<file path="src/rtl/screen_draw_controller.sv">
// screen_draw_controller: sequences the datapath to paint one full-screen image or black clear, pixel by pixel,
// and issues the one-cycle points-register strobes for round results and new games.
module screen_draw_controller #(
    parameter int SCREEN_W = 160,
    parameter int SCREEN_H = 120,
    parameter int ROM_LAT  = 2
) (
    input  logic       clk,
    input  logic       reset,
    input  logic       draw_req,
    input  logic [6:0] draw_image,
    input  logic       draw_black,
    output logic       draw_busy,
    output logic       draw_done,
    input  logic       score_req,
    input  logic [1:0] round_result,
    input  logic       new_game,
    output logic       plot,
    output logic       xReset,
    output logic       yReset,
    output logic       addressScreenCounterReset,
    output logic       xCountUp,
    output logic       yCountUp,
    output logic       xLoad,
    output logic       yLoad,
    output logic       screenCountLoad,
    output logic [1:0] xySel,
    output logic       black,
    output logic [6:0] memorySel,
    output logic       playerReset,
    output logic       playerLoad,
    output logic       winner1,
    output logic       winner2
);
    localparam int XW = (SCREEN_W > 1) ? $clog2(SCREEN_W) : 1;
    localparam int YW = (SCREEN_H > 1) ? $clog2(SCREEN_H) : 1;
    localparam int LW = (ROM_LAT > 1) ? $clog2(ROM_LAT) : 1;

    typedef enum logic [2:0] {IDLE, CLEAR, FETCH, PLOT, ADV, DONE} state_t;

    state_t state, next;
    logic [XW-1:0] x_cnt;
    logic [YW-1:0] y_cnt;
    logic [LW-1:0] lat_cnt;
    logic x_last, y_last, lat_last;

    assign x_last   = x_cnt == XW'(SCREEN_W - 1);
    assign y_last   = y_cnt == YW'(SCREEN_H - 1);
    assign lat_last = lat_cnt == LW'(ROM_LAT - 1);
    assign xySel    = 2'b00;

    always_ff @(posedge clk or posedge reset) begin
        if (reset)
            state <= IDLE;
        else
            state <= next;
    end

    // Shadow pixel position mirrors the datapath counters so ADV knows when a row or the screen ends.
    always_ff @(posedge clk or posedge reset) begin
        if (reset) begin
            x_cnt     <= '0;
            y_cnt     <= '0;
            lat_cnt   <= '0;
            memorySel <= '0;
            black     <= 1'b0;
        end else begin
            if (state == IDLE && draw_req) begin
                memorySel <= draw_image;
                black     <= draw_black;
            end
            if (state == CLEAR) begin
                x_cnt   <= '0;
                y_cnt   <= '0;
                lat_cnt <= '0;
            end else if (state == FETCH) begin
                lat_cnt <= lat_last ? '0 : lat_cnt + LW'(1);
            end else if (state == ADV) begin
                if (!x_last) begin
                    x_cnt <= x_cnt + XW'(1);
                end else if (!y_last) begin
                    x_cnt <= '0;
                    y_cnt <= y_cnt + YW'(1);
                end
            end
        end
    end

    always_comb begin
        next                      = state;
        plot                      = 1'b0;
        xReset                    = 1'b0;
        yReset                    = 1'b0;
        addressScreenCounterReset = 1'b0;
        xCountUp                  = 1'b0;
        yCountUp                  = 1'b0;
        xLoad                     = 1'b0;
        yLoad                     = 1'b0;
        screenCountLoad           = 1'b0;
        draw_busy                 = state != IDLE;
        draw_done                 = state == DONE;
        case (state)
            IDLE:  next = draw_req ? CLEAR : IDLE;
            CLEAR: begin
                xReset                    = 1'b1;
                yReset                    = 1'b1;
                addressScreenCounterReset = 1'b1;
                next                      = FETCH;
            end
            FETCH: next = lat_last ? PLOT : FETCH;
            PLOT: begin
                plot = 1'b1;
                next = ADV;
            end
            ADV: begin
                screenCountLoad = 1'b1;
                xCountUp        = !x_last;
                xLoad           = !x_last;
                xReset          = x_last && !y_last;
                yCountUp        = x_last && !y_last;
                yLoad           = x_last && !y_last;
                next            = (x_last && y_last) ? DONE : FETCH;
            end
            DONE:    next = IDLE;
            default: next = IDLE;
        endcase
    end

    // new_game wins over a coincident score_req: the round result is discarded.
    always_ff @(posedge clk or posedge reset) begin
        if (reset) begin
            playerReset <= 1'b0;
            playerLoad  <= 1'b0;
            winner1     <= 1'b0;
            winner2     <= 1'b0;
        end else begin
            playerReset <= new_game;
            playerLoad  <= score_req && !new_game;
            winner1     <= score_req && !new_game && round_result == 2'b01;
            winner2     <= score_req && !new_game && round_result == 2'b10;
        end
    end
endmodule

</file>
<file path="config.mk">
export PLATFORM = sky130hd
export DESIGN_NAME = screen_draw_controller
export DESIGN_NICKNAME = d
export VERILOG_FILES = /design/src/rtl/screen_draw_controller.sv
export SDC_FILE = /design/constraint.sdc
export NUM_CORES = 1
export LEC_CHECK = 0
export BUFFER_PORTS_ARGS = -buffer_cell sky130_fd_sc_hd__buf_2
export CAP_MARGIN = 10
export CORE_MARGIN = 2
export CORE_UTILIZATION = 25
export DETAILED_ROUTE_END_ITERATION = 8
export PLACE_DENSITY = 0.45
export SLEW_MARGIN = 30
export SYNTH_ARGS = -nofsm -noshare
export SYNTH_HDL_FRONTEND = slang
export SYNTH_SLANG_ARGS = --single-unit
</file>
<file path="constraint.sdc">
create_clock -name clk -period 1.75 [get_ports clk]
set_input_delay 0.0875 -clock clk [delete_from_list [all_inputs] [get_ports clk]]
set_output_delay 0.0875 -clock clk [all_outputs]
set_load 0.02 [all_outputs]
</file>
* Word level (Yosys, flattened, before mapping) *
Cells that the tools add are included.

storage, ports and cells
  logic and storage cells = 64
  input port bits = 15
  register bits after elaboration = 31
  output and inout port bits = 25

cells by class
  reductions and logical operators = 16
  equal/unequal tests = 12
  add/subtract/negate cells = 3
  multiplexer cells = 23

operators by type and width
  operator             count
  $mux 8               5
  $mux 7               5
  $pmux 3 s5           1
  $mux 1               10
  $add 8x1->8 const B  1
  $eq 8x8->1 const B   1
  $add 7x1->7 const B  1
  $eq 7x7->1 const B   1
  $eq 3x2->1 const B   2
  $eq 3x3->1 const B   2
  $logic_and 1x1->1    6
  $reduce_bool 2->1    3
  $reduce_and 4->1     1
  $eq 3x1->1 const B   1
  $logic_not 1->1      3
  $logic_not 3->1      1
  $mux 3               1
  $ne 3x2->1 const B   1
  $reduce_and 3->1     1
  $reduce_bool 3->1    1
  $eq 2x1->1 const B   1
  $eq 2x2->1 const B   1
  $ne 2x1->1 const B   1
  $ne 2x2->1 const B   1
  2 further kinds      2

* Longest topological paths before layout *
  word-level depth = 6
  depth in mapped cells = 7
  gate-level depth less buffers = 5

* Worst setup path before layout *
No wires, ideal clock.

  kind = register -> register
  from = register state[0]
  to = register y_cnt[2]
  library setup time = 0.154 ns
  clock period less this slack = 1.919 ns
  data arrival time = 1.765 ns
  required time = 1.596 ns
  stages on the path, launching flop included = 7
  buffers on the path = 1
  slack = -0.169 ns
  cell sequence = dfrtp_1 > buf_6 > or3b_4 > clkinv_4 > nand3_4 > nor2_1 > o221ai_1

on the way
  cells in the longest elaborated chain, start to end = 3
  elaborated cells between the ends (all ways) = 9
  classes of those cells = eq/ne: 5; mux: 1; reduce/logical: 3

ends and longest elaborated chain
  element                                              RTL line  source
  start, declared                                      41        state_t state, next;
  start signal, assigned                               56        state <= next;
  $eq 3x1->1 (tied with other cells)                   72        if (state == CLEAR) begin
  $ne 2x1->1 (no source line) (tied with other cells)  --
  $reduce_and 4->1 (no source line)                    --
  end signal, assigned                                 83        y_cnt <= y_cnt + YW'(1);
  end, declared                                        43        logic [YW-1:0] y_cnt;

Parallel ways exist; a longest one is shown, timed or not.
A chain may end at the register's enable or synchronous reset.

* Worst setup path after layout *
  from = register state[1]
  to = register y_cnt[3]

Same word-level chain as after synthesis.

==> run metrics <==
status=complete, no violations; Congestion Overflow GR=0; Vias=approximately 1,400; min-delay src=draw_black; IO Pins=40; DR WL met2=~1.8 mm; Synth Warn #=0; RR Endpoint=y_cnt[3]; initial antenna violation count=0; Final setup viols=0; Post-Synthesis Mean Instance Area=between 10 and 15 µm²; final WL=3.922 mm; Clock Skew=between 0.005 and 0.006 ns; Root Buffer=clkbuf_8; synthesized instance count=roughly 150; Leak Pwr=1.081 nW; die area=around 7000 µm²; Seq/Total Area, Yosys=between 40% and 50%; height of the die=approximately 84 µm; diode count=0; Max rail drop VDD=0.3793 mV; Clock Latency Late Sink=roughly 0.28 ns; clk sink count=31; Fillers=640; Reg2Reg Depth=5; Top FF cell, synth=dfrtp_1; core area=6241 µm²; CP Capture Type=flip-flop; remaining antenna violation count=0; # DRC=0; Num CTS Buffers=5; Placed Cells=283; Final Instance Area=about 2300 µm²; Met1 Wirelength=~1.9 mm; Post-Layout Cell Count=a little over 300; initial core utilization=around a quarter; fin crit period=approximately 1.7 ns; TritonCTS clock tree=built; commonest non-fill, non-tap cells in the layout=buf_4 (33), buf_2 (32), dfrtp_1 (31), nand2_1 (14), o21ai_0 (10); share of cells above drive strength 1=between 40% and 50%; commonest non-fill, non-tap cell in the layout=buf_4; final period utilization=96.93%; Final Hold Vio Count=0; synth unique cells=42; register-to-register setup slack=around 0.054 ns; Post-Synthesis Cell Area=1585 µm²; worst hold stages=2; wire length per cell=around 13 µm; Layout area overhead=45.70%; CP max FO=5; async set-or-reset flop fraction in the synthesized netlist=100.0%; Die Wd=~84 µm; 1st-iter DRT viols=between 70 and 80; Detailed Routing Iterations Pass 1=4; Cell Rows=29; Min-Delay Path Class=primary input to flip-flop; maxcap violations=0; Placer Congestion=a little over 0.7; RSZ-0062 raised after global routing=yes; htree depth=2; Data required, critical path=just under 2 ns; Nets=243; Power Density=around 600 nW/µm²; largest net degree at the start of global routing=32; Critical Path AT=between 1.5 and 2 ns; DP Area=roughly 2000 µm²; routed length on met3=roughly 250 µm; Worst Hold Path EP=black; placed wire-length estimate=2.706 mm; CP Launch Type=flip-flop; EDFF count, synth=0; vias in the first global route=1,391; first-pass GRT wire length=roughly 6.6 mm; Reg clk slew, reported paths=approximately 0.070 ns; Fmax=0.5895 GHz; Clock Path Buffers=2; Reg-to-Reg Start=state[1]; max-slew violations=0; GRT Total Usage=a little under an eighth; Via-to-Cell Ratio=about 4.7; IO Port Bufs=37; #FFs+latches synth=31; Setup CP Type=flip-flop to flip-flop; highest routed layer=met4
sequential cells by signal, summed over array words and instances, names as in the netlist:
| signal | flops |
|---|---|
| winner2 | 1 |
| black | 1 |
| state | 3 |
| lat_cnt | 1 |
| winner1 | 1 |
| y_cnt | 7 |
| playerLoad | 1 |
| x_cnt | 8 |
| memorySel | 7 |
| playerReset | 1 |
logic make-up (layout without fill, tap and decap cells):
group | Yosys count | count (layout) | share of synthesized area [%]
AO/OA/AOI/OAI | 28 | 28 | 10.50
AND/OR/NAND/NOR | 63 | 64 | 24.07
multiplexers | 13 | 13 | 8.840
buffers and inverters | 16 | 86 | 5.840
flip-flops | 31 | 31 | 48.93
adder cells (fa/ha/maj) | 2 | 2 | 1.578
other | 1 | 2 | 0.2366
metal layers:
| layer | GRT usage [%] | up-vias |
|---|---|---|
| li1 | - | 696 |
| met1 | 15.09 | 670 |
| met2 | 18.33 | 43 |
| met3 | 4.352 | 2 |
| met4 | 2.639 | 0 |
| met5 | 0 | - |
cells in the mapped netlist (2+ instances only):
cell type | instances | area, µm²
dfrtp_1 | 31 | 775.7
nand2_1 | 14 | 52.55
o21ai_0 | 11 | 55.05
nor2_1 | 10 | 37.54
mux2_2 | 8 | 90.09
a21oi_1 | 7 | 35.03
nand3_1 | 6 | 30.03
buf_4 | 5 | 37.54
mux2i_1 | 5 | 50.05
and3b_1 | 4 | 35.03
inv_1 | 4 | 15.01
or4_1 | 4 | 30.03
clkbuf_1 | 3 | 11.26
nor2b_1 | 3 | 18.77
nor3_1 | 3 | 15.01
o31ai_1 | 3 | 22.52
and4b_1 | 2 | 20.02
ha_1 | 2 | 25.02
nand3b_1 | 2 | 15.01
nand4_1 | 2 | 12.51
nand4b_1 | 2 | 17.52
o211ai_1 | 2 | 15.01
or3_1 | 2 | 12.51
area by class of cell:
type                            instances  area, µm²  share of cell area (%)
Clock buffer                            6      82.58                   3.575
Clock inverter                          1      5.005                  0.2167
Inverter                                6      32.53                   1.408
Multi-Input combinational cell        109      804.5                   34.83
Sequential cell                        31      775.7                   33.59
Tap cell                               77      96.34                   4.171
Timing Repair Buffer                   73      513.0                   22.21
metrics by stage:
stage	hold WS (ns)	setup WS (ns)	setup TNS (ns)	power (W)	utilization, %
final	0.03934	0.05376	0	0.001389	37.01
after global routing	0.02728	-0.02968	-0.1561	0.001457	37.01
after CTS	0.02798	-0.02753	-0.1650	0.001419	34.78
after detailed placement	0.2017	0.04946	0	0.0008282	32.14
after global placement	0.1994	0.02598	0	0.0008274	32.14
after floorplan	0.1189	0.004654	0	0.0007940	-
worst max path at each step:
| stage | from | to |
|---|---|---|
| after detailed placement | state[0] | y_cnt[6] |
| after global placement | state[1] | x_cnt[7] |
| after global routing | x_cnt[0] | y_cnt[6] |
| after floorplan | state[0] | y_cnt[3] |
| final | state[1] | y_cnt[3] |
| after CTS | state[0] | memorySel[4] |
worst max-delay path, cell delays in order, from the launching register on:
cell and delay [ns]:
dfrtp_1 0.38, or3b_4 0.42, clkinv_4 0.08, nand3_4 0.11, or4_4 0.50, a21oi_2 0.14
power by group:
| part | internal [W] | total [W] | switching, W |
|---|---|---|---|
| Clock | 0.000308 | 0.000569 | 0.000261 |
| Combinational | 0.0000353 | 0.0000845 | 0.0000491 |
| Sequential | 0.000730 | 0.000735 | 0.00000575 |
| Total | 0.00107 | 0.00139 | 0.000316 |
repair_timing:
item,CTS,global route
pin swaps,3,7
hold buffers,2,0
endpoints found under the setup margin,7,23
resized for setup,11,21
buffers inserted,5,6
hold endpoints to repair,33,0
gates cloned,0,1
Note: power is estimated with default switching activity, not from simulation.
